$ cat src/rtl/gps_stream_arbiter.sv
// -----------------------------------------------------------------------------
// gps_stream_arbiter
//
// Merges two NMEA byte streams onto one GPS receiver input, granting whole
// sentences ('$' ... LF) to one source at a time. Ties on '$' are broken by a
// round-robin pointer that flips to the other source whenever a sentence ends.
// Bytes seen while idle that are not '$' are swallowed (hunt mode). A granted
// sentence is cut short if it grows to MAX_LEN bytes without an LF, or if its
// owner goes silent for TIMEOUT consecutive cycles.
//
// Ports
//   clock       rising-edge clock
//   reset       asynchronous, active-low; clears all state, forces src_ready=0
//   src_data    byte from source i at [i*B +: B]
//   src_valid   source i presents a byte
//   src_ready   byte from source i accepted when valid & ready
//   data        forwarded byte, registered (one cycle after acceptance)
//   load        data is valid this cycle
//   owner       granted source index, meaningful while busy=1
//   busy        a sentence is currently granted
//   abort       one-cycle pulse when a sentence is terminated abnormally;
//               for a length overflow it coincides with the load of the last
//               forwarded byte, for a timeout it follows the silent cycle
// -----------------------------------------------------------------------------
module gps_stream_arbiter #(
    parameter int B       = 8,
    parameter int MAX_LEN = 82,   // must be >= 2
    parameter int TIMEOUT = 255   // must be >= 1
) (
    input  logic           clock,
    input  logic           reset,
    input  logic [2*B-1:0] src_data,
    input  logic [1:0]     src_valid,
    output logic [1:0]     src_ready,
    output logic [B-1:0]   data,
    output logic           load,
    output logic           owner,
    output logic           busy,
    output logic           abort
);

    localparam int LEN_W  = $clog2(MAX_LEN + 1);
    localparam int IDLE_W = $clog2(TIMEOUT + 1);

    localparam logic [B-1:0]      DOLLAR    = B'(8'h24);
    localparam logic [B-1:0]      LF        = B'(8'h0A);
    localparam logic [LEN_W-1:0]  LEN_LAST  = LEN_W'(MAX_LEN - 1);
    localparam logic [IDLE_W-1:0] IDLE_LAST = IDLE_W'(TIMEOUT - 1);

    typedef enum logic {
        IDLE = 1'b0,
        BUSY = 1'b1
    } state_e;

    state_e              state_q, state_d;
    logic                owner_q, owner_d;
    logic                prio_q,  prio_d;
    logic [LEN_W-1:0]    len_q,   len_d;
    logic [IDLE_W-1:0]   idle_q,  idle_d;
    logic [B-1:0]        data_q,  data_d;
    logic                load_q,  load_d;
    logic                abort_q, abort_d;

    logic [B-1:0]        byte0, byte1, own_byte;
    logic                own_valid;
    logic [1:0]          is_dollar;
    logic [1:0]          ready_c;
    logic                grant_c;

    assign byte0     = src_data[B-1:0];
    assign byte1     = src_data[2*B-1:B];
    assign is_dollar = {src_valid[1] && (byte1 == DOLLAR),
                        src_valid[0] && (byte0 == DOLLAR)};
    assign own_byte  = owner_q ? byte1 : byte0;
    assign own_valid = src_valid[owner_q];

    always_comb begin
        // NOTE: every combinationally assigned signal gets a default first so
        // no path through the case below can leave it unassigned (no latch).
        state_d = state_q;
        owner_d = owner_q;
        prio_d  = prio_q;
        len_d   = len_q;
        idle_d  = idle_q;
        data_d  = data_q;
        load_d  = 1'b0;
        abort_d = 1'b0;
        ready_c = 2'b00;
        grant_c = prio_q;

        case (state_q)
            IDLE: begin
                // Hunt mode: swallow anything that is not a sentence start.
                ready_c = src_valid & ~is_dollar;
                if (is_dollar != 2'b00) begin
                    grant_c          = (is_dollar == 2'b11) ? prio_q : is_dollar[1];
                    ready_c[grant_c] = 1'b1;
                    owner_d          = grant_c;
                    state_d          = BUSY;
                    len_d            = LEN_W'(1);
                    idle_d           = '0;
                    data_d           = grant_c ? byte1 : byte0;
                    load_d           = 1'b1;
                end
            end

            BUSY: begin
                ready_c[owner_q] = 1'b1;
                if (own_valid) begin
                    data_d = own_byte;
                    load_d = 1'b1;
                    idle_d = '0;
                    if (own_byte == DOLLAR) begin
                        // Resync: a new '$' restarts the sentence, same owner.
                        len_d = LEN_W'(1);
                    end else if (own_byte == LF) begin
                        // LF ends normally even as byte number MAX_LEN.
                        state_d = IDLE;
                        prio_d  = ~owner_q;
                        len_d   = '0;
                    end else if (len_q == LEN_LAST) begin
                        state_d = IDLE;
                        prio_d  = ~owner_q;
                        abort_d = 1'b1;
                        len_d   = '0;
                    end else begin
                        len_d = len_q + LEN_W'(1);
                    end
                end else if (idle_q == IDLE_LAST) begin
                    state_d = IDLE;
                    prio_d  = ~owner_q;
                    abort_d = 1'b1;
                    idle_d  = '0;
                    len_d   = '0;
                end else begin
                    idle_d = idle_q + IDLE_W'(1);
                end
            end

            default: state_d = IDLE;
        endcase
    end

    // NOTE: state registers use non-blocking assignments so every flop samples
    // the pre-edge values regardless of statement order.
    always_ff @(posedge clock or negedge reset) begin
        if (!reset) begin
            state_q <= IDLE;
            owner_q <= 1'b0;
            prio_q  <= 1'b0;
            len_q   <= '0;
            idle_q  <= '0;
            data_q  <= '0;
            load_q  <= 1'b0;
            abort_q <= 1'b0;
        end else begin
            state_q <= state_d;
            owner_q <= owner_d;
            prio_q  <= prio_d;
            len_q   <= len_d;
            idle_q  <= idle_d;
            data_q  <= data_d;
            load_q  <= load_d;
            abort_q <= abort_d;
        end
    end

    // ready is combinational from state, so it is gated directly by reset to
    // stay low for the whole time reset is held.
    assign src_ready = ready_c & {2{reset}};
    assign data      = data_q;
    assign load      = load_q;
    assign owner     = owner_q;
    assign busy      = (state_q == BUSY);
    assign abort     = abort_q;

endmodule

$ cat config.mk
export PLATFORM = sky130hd
export DESIGN_NAME = gps_stream_arbiter
export DESIGN_NICKNAME = d
export VERILOG_FILES = /design/src/rtl/gps_stream_arbiter.sv
export SDC_FILE = /design/constraint.sdc
export NUM_CORES = 1
export LEC_CHECK = 0
export BUFFER_PORTS_ARGS = -buffer_cell sky130_fd_sc_hd__buf_2
export CAP_MARGIN = 20
export CORE_MARGIN = 4
export CORE_UTILIZATION = 59
export CTS_CLUSTER_SIZE = 20
export DETAILED_ROUTE_END_ITERATION = 7
export GPL_ROUTABILITY_DRIVEN = 0
export PLACE_DENSITY = 0.86
export SYNTH_ARGS = -nofsm -noshare
export SYNTH_HDL_FRONTEND = slang
export SYNTH_SLANG_ARGS = --single-unit
$ cat constraint.sdc
create_clock -name clock -period 3.7 [get_ports clock]
set_clock_uncertainty 0.05 [all_clocks]
set_input_delay 0.555 -clock clock [delete_from_list [all_inputs] [get_ports clock]]
set_output_delay 0.555 -clock clock [all_outputs]
set_load 0.01 [all_outputs]
==> flow_metrics.py, run 1 <==
metrics = {
    "status": {
        "status": "finished, final reports clean",
    },
    "worst_setup_path": {
        "path_class": "primary input to output pin",
        "endpoint_kind": "output pin",
        "critPathMaxFanout": 5,
        "critPathLaunchType": "primary input",
        "critPathArrivalTime_ps": 2070,
        "required_ps": 3090,
    },
    "floorplanning": {
        "die_area_sq_mm": 0.00381,
        "core_sq_mm": 0.00276,
        "io_pins": 34,
        "die_height_um": 61.7,
        "die_x_um": 61.7,
        "fp-row-count": 19,
        "start_util_pct": 61.8,
    },
    "clocking": {
        "path_clk_slew_ps": 140,
        "htreeDepth": 1,
        "cts_tree": "built",
        "cts-root-buf": "clkbuf_4",
        "clkLatencyLatePin_ps": 330,
        "cts.sinks": 28,
        "numCtsBuffers": 3,
        "clock_path_buffers": 2,
    },
    "global_routing": {
        "grt_use_total_pct": 22.9,
        "grt_max_degree": 23,
        "grt_pass1_wl_mm": 6.55,
        "grt_pass1_vias": 1484,
        "grt.overflow.total": 0,
        "antenna_found_initial": 0,
    },
    "placement": {
        "portBuffers": 33,
        "hpwl_mm": 3.03,
    },
    "sta": {
        "setup_viol": 0,
        "period_needed_ps": 2670,
        "tns_ps": 0,
        "hold_violations": 0,
        "tightestPinTransition_ps": 957,
        "relSlewSlack_pct": 35.9,
        "hold_slack_ps": 459,
        "max_freq_mhz": 374,
        "rsz0062_at_grt": "false",
        "fin_crit_sh_pct": 72.2,
        "final_max_slew_viol_count": 0,
    },
    "synth": {
        "yosys_register_bits": 28,
        "synth_fa_ha_area_share_pct": 2.94,
        "synthSimpleGateAreaFrac_pct": 24.8,
        "synthMuxAreaShare_pct": 6.10,
        "synth_cells": 183,
        "synth-edff-count": 0,
        "syn_area_sq_mm": 0.00170,
        "synth_top_cell_area_share_pct": 41.1,
        "ys_warn_count": 0,
        "postSynthAreaPerCell_sq_um": 9.31,
        "synth-compound-area-share_pct": 20.8,
        "synth_top_flop_cell": "dfrtp_1",
        "yosysSeqAreaShare_pct": 41.1,
        "yosysTopAreaCell": "dfrtp_1",
        "synth_xor_area_share_pct": 0.514,
        "netlist_top_cells_area": "dfrtp_1, mux2i_1, nand2_1, ha_1, o21ai_0",
        "syn_nets": 207,
        "synth_top_family_by_area": "simple AND/OR/NAND/NOR gates",
        "synthArstFlopShare_pct": 100,
        "synth.distinct_cells": 45,
    },
    "detailed_routing": {
        "drtPass1Iterations": 4,
        "drt-initial-drc-count": 114,
        "num_vias": 1589,
        "drc_errors": 0,
        "ant_nets": 0,
        "routed_wirelength_mm": 4.07,
        "viasPerCell": 6.49,
        "wl_per_cell_um": 16.6,
    },
    "cells_and_area": {
        "seqCellArea_sq_um": 701,
        "nNetsFinal": 239,
        "drive_above_1_share_pct": 22.9,
        "fillers": 226,
        "areaGrowthSynthToFinish_pct": 13.9,
        "multiInputGateArea_sq_um": 938,
        "diodes": 0,
    },
    "power": {
        "intPower_mw": 0.617,
        "p_leak_nw": 0.922,
        "seqPwrFrac_pct": 48.6,
        "power_frac_comb_pct": 29.8,
        "net-switching-power_mw": 0.310,
        "p_sw_share_pct": 33.4,
        "power.density_mw_per_mm2": 478,
        "worst_ir_drop_vdd_mv": 0.459,
        "pwr-share-clk_pct": 21.6,
    },
    "worst_hold_path": {
        "min_path_type": "register to register",
    },
    "run": {
        "maxCapViolCount": 0,
    },
}
==> critical path: stages <==
cell,delay [ps]
buf_2,110
nor4_1,630
and3_1,350
a211oi_1,100
o21a_1,190
buf_2,130
==> cell usage in the layout, fill, tap and decap left out, drive strengths merged, types with 4 or more instances in the layout <==
| cell type | n |
|---|---|
| buf | 34 |
| dfrtp | 28 |
| nand2 | 17 |
| o21ai | 11 |
| nand3 | 9 |
| a21oi | 9 |
| inv | 7 |
| nor2 | 7 |
| nand4 | 7 |
| mux2i | 7 |
| nor3 | 7 |
| a21o | 6 |
| nand2b | 5 |
| o31ai | 4 |
| a2111oi | 4 |
| o2bb2ai | 4 |
| ha | 4 |
==> worst paths after layout <==
check                      slack [ps]  cells after the start        start      endpoint
setup / recovery                 1030                      6  src_data[8]  src_ready[0]
setup reg to reg                 1040                      4        owner       data[1]
max in group asynchronous        2520                      3        reset       data[3]
hold / removal                    460                      1      data[6]       data[6]
hold reg to reg                   460                      1      data[6]       data[6]
min in group asynchronous         540                      2        reset          load
==> per-layer routing <==
layer,GRT usage [%],wire length (um),vias to the layer above,share of wire (%)
met4,10.3,82,0,2.0
met5,0,0,-,0
met2,38.0,2090,67,51
li1,-,-,754,-
met3,3.93,264,9,6.5
met1,29.2,1630,759,40
==> registers in the layout, indices dropped and copies added (netlist names) <==
| register | cells |
|---|---|
| data | 8 |
| idle_q | 8 |
| len_q | 7 |
| abort | 1 |
| busy | 1 |
| load | 1 |
| owner | 1 |
| prio_q | 1 |
==> Yosys cell counts, types with 2 or more instances <==
master / count
inv_1: 7
nor3_1: 6
ha_1: 4
nor2_1: 7
dfrtp_1: 28
a21oi_1: 9
mux2_2: 3
nand4_1: 7
mux2i_1: 7
o31ai_1: 4
a2111oi_0: 4
nor2b_1: 3
and2_1: 2
and3_1: 3
nor4bb_1: 2
or2_2: 3
a21o_1: 6
nand3_1: 9
nor4_1: 2
o41ai_1: 2
clkbuf_1: 7
nand2b_1: 5
o211ai_1: 3
o2bb2ai_1: 4
o21ai_0: 10
nand2_1: 17
==> power groups by stage <==
stage	Sequential [mW]	Clock (mW)	Combinational, mW
after floorplan	0.459	0	0.153
after global placement	0.448	0	0.263
after detailed placement	0.456	0	0.277
after CTS	0.449	0.203	0.278
after global routing	0.464	0.216	0.310
final	0.451	0.200	0.276
==> final cells by class <==
class                           instances  share of cell area, %
Clock buffer                            3                   1.16
Clock inverter                          1                   1.55
Inverter                                7                   1.35
Multi-Input combinational cell        140                   48.4
Sequential cell                        28                   36.1
Tap cell                               31                   2.00
Timing Repair Buffer                   35                   9.42
==> what timing repair did <==
item	4_1_cts	5_1_grt
setup buffers	0	0
hold endpoints to repair	6	0
hold buffers	1	0
gates resized for setup	0	0
==> logic make-up (layout without fill, tap and decap cells) <==
group | Yosys count | count (layout)
XOR/XNOR | 1 | 1
AO/OA/AOI/OAI | 51 | 51
flip-flops | 28 | 28
buffers and inverters | 15 | 46
AND/OR/NAND/NOR | 74 | 74
adder cells (fa/ha/maj) | 4 | 4
multiplexers | 10 | 10
==> through the flow <==
stage | std cells | area (sq um) | total power [mW] | utilization (%) | setup slack (ps)
floorplan | 183 | 1700 | 0.612 | - | 1370
global placement | 240 | 1880 | 0.711 | 68.1 | 1130
detailed placement | 240 | 1880 | 0.732 | 68.1 | 1090
CTS | 245 | 1940 | 0.931 | 70.3 | 1060
global route | 245 | 1940 | 0.991 | 70.3 | 926
finish | 245 | 1940 | 0.927 | 70.3 | 1030
Note: power is estimated with default switching activity, not from simulation.
==> inputs of run 2 (changes only) <==
ABC_AREA = 1   (was unset)
CORE_UTILIZATION = 50   (was 59)
PLACE_DENSITY = 0.76   (was 0.86)
clock period = 2.15 ns   (was 3.7 ns; I/O delays follow)
==> run 2 against run 1 <==
Effect of this change: combinational power grew 110%; largest power group unchanged; wire length grew 2.2%; global-route usage shrank 4.1 points; die area grew 28%; count of clock-buffer cells in the layout is the same; largest cell class unchanged; power grew 77%; sequential power grew 70%; synthesized cell count grew 50%.
==> flow_metrics.py, run 2 <==
metrics = {
    "cells_and_area": {
        "layout_commonest_cell": "nand2_1",
        "nNetsFinal": 338,
        "areaGrowthSynthToFinish_pct": 14.6,
        "finish.utilization_pct": 59.5,
        "diodes": 0,
        "layout_common_cells": "nand2_1, inv_1, buf_2, dfrtp_1, nand3_1",
        "drive_above_1_share_pct": 22.4,
        "final_area_sq_mm": 0.00220,
    },
    "floorplanning": {
        "die_x_um": 69.9,
        "core_sq_mm": 0.00369,
        "die_area_sq_mm": 0.00489,
        "start_util_pct": 51.9,
        "io_pins": 34,
        "fp-row-count": 22,
        "die_height_um": 69.9,
    },
    "detailed_routing": {
        "viasPerCell": 4.90,
        "drtPass1Iterations": 4,
        "drc_errors": 0,
        "routed_wirelength_mm": 4.16,
        "ant_nets": 0,
        "wl_per_cell_um": 11.5,
        "drt-initial-drc-count": 133,
        "num_vias": 1765,
    },
    "clocking": {
        "cts_tree": "built",
        "cts_hold_buf": 1,
        "cts.sinks": 28,
        "postCtsSetupBuffers": 0,
        "clkLatencyLatePin_ps": 270,
        "numCtsBuffers": 3,
        "clock_path_buffers": 2,
        "htreeDepth": 1,
        "post_cts_resized": 0,
        "path_clk_slew_ps": 90,
        "cts-root-buf": "clkbuf_8",
    },
    "power": {
        "intPower_mw": 1.02,
        "power.density_mw_per_mm2": 746,
        "p_leak_nw": 1.21,
        "power_frac_comb_pct": 35.8,
        "pwr-share-clk_pct": 17.4,
        "p_sw_share_pct": 38.0,
        "seqPwrFrac_pct": 46.7,
        "p_total_mw": 1.64,
        "net-switching-power_mw": 0.622,
        "worst_ir_drop_vdd_mv": 0.385,
    },
    "worst_setup_path": {
        "critPathMaxFanout": 10,
        "slowest_delay_ps": 530,
        "critPathMostFrequentCell": "buf_2",
        "endpoint_kind": "output pin",
        "path_cells": "dlygate4sd3_1 -> buf_2 -> a21boi_0 -> buf_2",
        "cpMaxStageDelayCell": "dlygate4sd3_1",
        "path_class": "primary input to output pin",
        "critPathArrivalTime_ps": 1440,
        "critPathLaunchType": "primary input",
        "required_ps": 1780,
    },
    "synth": {
        "synth_fa_ha_area_share_pct": 2.61,
        "netlist_top_cells_area": "dfrtp_1, nand2_1, inv_1, nand3_1, nor2_1",
        "synthArstFlopShare_pct": 100,
        "yosysSeqAreaShare_pct": 36.6,
        "yosys_register_bits": 28,
        "synth_xor_area_share_pct": 3.20,
        "synth-compound-area-share_pct": 7.90,
        "synth_top_flop_cell": "dfrtp_1",
        "synth_cells": 274,
        "synthMuxAreaShare_pct": 0,
        "synthSimpleGateAreaFrac_pct": 40.4,
        "synth_top_family_by_area": "simple AND/OR/NAND/NOR gates",
        "syn_area_sq_mm": 0.00192,
        "yosysTopAreaCell": "dfrtp_1",
        "ys_top_cells_by_count": "nand2_1, inv_1, dfrtp_1, nand3_1, nor2_1",
        "syn_nets": 298,
        "synth-edff-count": 0,
        "synth_top_cell_area_share_pct": 36.6,
        "synth.distinct_cells": 31,
        "yosysMostFrequentCell": "nand2_1",
        "postSynthAreaPerCell_sq_um": 6.99,
        "ys_warn_count": 0,
    },
    "global_routing": {
        "grt_max_degree": 22,
        "antenna_found_initial": 0,
        "grt_pass1_wl_mm": 7.62,
        "grt_use_total_pct": 18.7,
        "grt_pass1_vias": 1755,
        "grt.overflow.total": 0,
    },
    "status": {
        "status": "finished, final reports clean",
    },
    "sta": {
        "relSlewSlack_pct": 74.3,
        "fin_crit_sh_pct": 84.2,
        "final_max_slew_viol_count": 0,
        "tns_ps": 0,
        "tightestPinTransition_ps": 386,
        "hold_violations": 0,
        "rsz0062_at_grt": "false",
        "period_needed_ps": 1810,
        "max_freq_mhz": 552,
        "setup_viol": 0,
    },
    "placement": {
        "portBuffers": 33,
        "hpwl_mm": 3.26,
        "placed_cell_area_sq_mm": 0.00214,
    },
    "run": {
        "maxCapViolCount": 0,
    },
    "worst_hold_path": {
        "min_path_type": "primary input to register",
    },
}
-- run 2: changes by cell type in the layout (fill, tap and decap cells not counted), sizes merged, moves of 4 or more --
cell	change
mux2i	-7
nor2	+17
nand2	+94
a2111oi	-4
xor2	+4
a21o	-6
inv	+31
nor3	-5
nand3	+13
o2bb2ai	-4
o22ai	+4
nand2b	-5
-- run 2: cells by family (layout without fill, tap and decap cells) --
| kind of cell | Yosys count | in the layout |
|---|---|---|
| AOI/OAI and AO/OA | 26 | 26 |
| adders and majority gates | 4 | 4 |
| xor gates and xnor gates | 7 | 7 |
| and+or+nand+nor | 166 | 166 |
| buffers and inverters | 43 | 81 |
| DFF | 28 | 28 |
-- run 2: critical path, delay by kind of cell --
family | cells | cell delay [ps]
AOI/OAI and AO/OA | 1 | 190
buffers and inverters | 3 | 930
-- run 2: cell type report --
type	count	area [sq um]
Inverter	40	153
Clock buffer	3	41.3
Timing Repair Buffer	38	205
Fill cell	343	1490
Multi-Input combinational cell	203	1040
Sequential cell	28	701
Tap cell	48	60.1
-- run 2: worst paths after layout --
path / end / start / depth (start not counted) / slack [ps]
hold / removal: data[0] / src_data[0] / 5 / 360
max in group asynchronous: busy / reset / 3 / 1120
setup / recovery: src_ready[0] / reset / 4 / 340
hold reg to reg: data[5] / data[5] / 2 / 430
setup reg to reg: prio_q / idle_q[0] / 9 / 440
min in group asynchronous: idle_q[0] / reset / 2 / 390
-- run 2: routing by layer --
metal	track usage [%]	share of wire [%]
met2	32.2	48
met5	0	0
met4	3.40	0.87
met3	2.73	5.2
met1	25.2	45
-- run 2: per-stage QoR --
stage	std cells	worst slack, ps	hold WS, ps
floorplan	274	605	-23.1
global placement	356	387	144
detailed placement	356	373	146
CTS	360	321	350
global route	360	156	387
finish	360	339	357
-- run 2: power by group through the flow --
| stage | logic (mW) | clock network (mW) | registers [mW] |
|---|---|---|---|
| 4_1_cts | 0.595 | 0.289 | 0.766 |
| 3_5_place_dp | 0.592 | 0 | 0.776 |
| 2_1_floorplan | 0.354 | 0 | 0.802 |
| 5_1_grt | 0.686 | 0.303 | 0.791 |
| 3_3_place_gp | 0.583 | 0 | 0.768 |
| 6_report | 0.586 | 0.286 | 0.766 |
==> inputs of run 3 (changes only) <==
ABC_AREA = 0   (was 1)
CORE_UTILIZATION = 54   (was 50)
PLACE_DENSITY = 0.8   (was 0.76)
clock period = 1.8 ns   (was 2.15 ns; I/O delays follow)
==> run 3 against run 2 <==
Effect of this change: the flow now finishes with violations (setup timing); critical path depth grew 3; first-iteration DRC count shrank 48%; sequential power grew 15%; worst hold slack lost 140 ps; sequential cell count is the same; clock power grew 43%; core utilization grew 17 points; die area shrank 16%; highest routed layer unchanged.
==> flow_metrics.py, run 3 (synthesis gave the netlist of run 1 again) <==
metrics = {
    "status": {
        "status": "finished with violations",
        "violations": "setup timing",
    },
    "clocking": {
        "clock_path_buffers": 2,
        "htreeDepth": 1,
        "cts_tree": "built",
        "clkLatencyLatePin_ps": 320,
        "cts.sinks": 28,
        "cts-root-buf": "clkbuf_4",
        "path_clk_slew_ps": 150,
        "numCtsBuffers": 3,
    },
    "floorplanning": {
        "fp-row-count": 20,
        "die_x_um": 64.2,
        "start_util_pct": 56.2,
        "die_area_sq_mm": 0.00412,
        "io_pins": 34,
        "core_sq_mm": 0.00303,
        "die_height_um": 64.2,
    },
    "sta": {
        "final_max_slew_viol_count": 0,
        "rsz0062_at_grt": "true",
        "setup_viol": 2,
        "fin_crit_sh_pct": 109,
        "period_needed_ps": 1950,
        "relSlewSlack_pct": 43.5,
        "max_freq_mhz": 512,
        "hold_slack_ps": 212,
        "hold_violations": 0,
        "postLayoutSetupSlackWorst_ps": -154,
        "tns_ps": -260,
        "tightestPinTransition_ps": 841,
    },
    "power": {
        "p_sw_share_pct": 32.8,
        "p_total_mw": 2.07,
        "pwr-share-clk_pct": 19.8,
        "net-switching-power_mw": 0.679,
        "p_leak_nw": 1.10,
        "worst_ir_drop_vdd_mv": 0.519,
        "seqPwrFrac_pct": 42.7,
        "power.density_mw_per_mm2": 888,
        "power_frac_comb_pct": 37.5,
        "intPower_mw": 1.39,
    },
    "cells_and_area": {
        "nNetsFinal": 272,
        "finish.utilization_pct": 76.9,
        "layout_common_cells": "buf_2, buf_4, dfrtp_1, nand2_1, o21ai_0",
        "areaGrowthSynthToFinish_pct": 36.8,
        "diodes": 0,
        "fin_cells": 291,
        "layout_commonest_cell": "buf_2",
        "drive_above_1_share_pct": 39.3,
    },
    "worst_setup_path": {
        "critPathMaxFanout": 3,
        "endpoint_kind": "output pin",
        "critPathArrivalTime_ps": 1630,
        "path_class": "primary input to output pin",
        "required_ps": 1480,
        "critPathLaunchType": "primary input",
    },
    "global_routing": {
        "antenna_found_initial": 0,
        "grt_use_total_pct": 22.3,
        "grt.overflow.total": 0,
        "grt_pass1_vias": 1647,
        "grt_max_degree": 18,
        "grt_pass1_wl_mm": 7.35,
    },
    "detailed_routing": {
        "drc_errors": 0,
        "wl_per_cell_um": 16.0,
        "drt-initial-drc-count": 69,
        "num_vias": 1731,
        "routed_wirelength_mm": 4.66,
        "ant_nets": 0,
        "drtPass1Iterations": 4,
        "viasPerCell": 5.95,
    },
    "placement": {
        "portBuffers": 33,
        "placed_cells": 280,
        "hpwl_mm": 3.29,
    },
    "worst_hold_path": {
        "min_path_type": "primary input to register",
    },
    "run": {
        "maxCapViolCount": 0,
    },
}
## run 3: cell types whose count changed in the layout (fill, tap and decap cells not counted), sizes merged, moves of 4 or more
cell,change
nand2,-94
inv,-31
buf,+28
nor2,-17
nand3,-13
mux2i,+7
a21o,+6
nand2b,+5
nor3,+5
a2111oi,+4
o22ai,-4
o2bb2ai,+4
xor2,-4
## run 3: power groups by stage
stage	Combinational [mW]	Clock, mW	Sequential (mW)
4_1_cts	0.722	0.419	0.888
6_report	0.775	0.410	0.884
5_1_grt	0.851	0.458	0.911
2_1_floorplan	0.315	0	0.943
3_3_place_gp	0.659	0	0.890
3_5_place_dp	0.691	0	0.904
## run 3: worst paths after layout
check                            startpoint            to  slack [ps]  cells after the start
worst max-delay path            src_data[4]  src_ready[1]        -150                      7
worst min-delay path            src_data[4]       data[4]         210                      3
worst max register to register        owner      len_q[5]          10                      5
worst min register to register      data[3]       data[3]         460                      1
max in group asynchronous             reset         owner         340                      3
min in group asynchronous             reset      len_q[6]         440                      3
## run 3: area by class of cell
type,count,area [sq um]
multi-input cells,141,1040
flip-flops and latches,28,702
fillers,210,698
repair buffers,67,458
well taps,44,55.1
clock inverters,1,30.0
inverters,7,26.3
clock buffers,3,22.5
## run 3: repair_timing
item | CTS | global route
resized for setup | 11 | 15
cloned | 0 | 1
endpoints found under the setup margin | 4 | 15
endpoints found under the hold margin | 11 | 0
setup buffers | 2 | 2
hold buffers | 2 | 0
pin swaps | 8 | 5
## run 3: through the flow
stage	instance area [sq um]	setup slack, ps
floorplan	1720	-198
global placement	2120	-259
detailed placement	2120	-290
CTS	2250	-125
global route	2330	-194
finish	2330	-154
## run 3: worst max-delay path, cell delays in order
cell,delay (ps)
buf_6,90
or4_4,550
nor3_2,160
buf_4,140
a41o_1,210
a21boi_2,70
buf_2,140
## run 3: metal layers
layer	vias up	GRT usage [%]	share of wire [%]
met1	830	29.9	41
met3	13	2.99	6.2
met5	-	0	0
li1	822	-	-
met2	66	36.4	50
met4	0	8.97	2.1
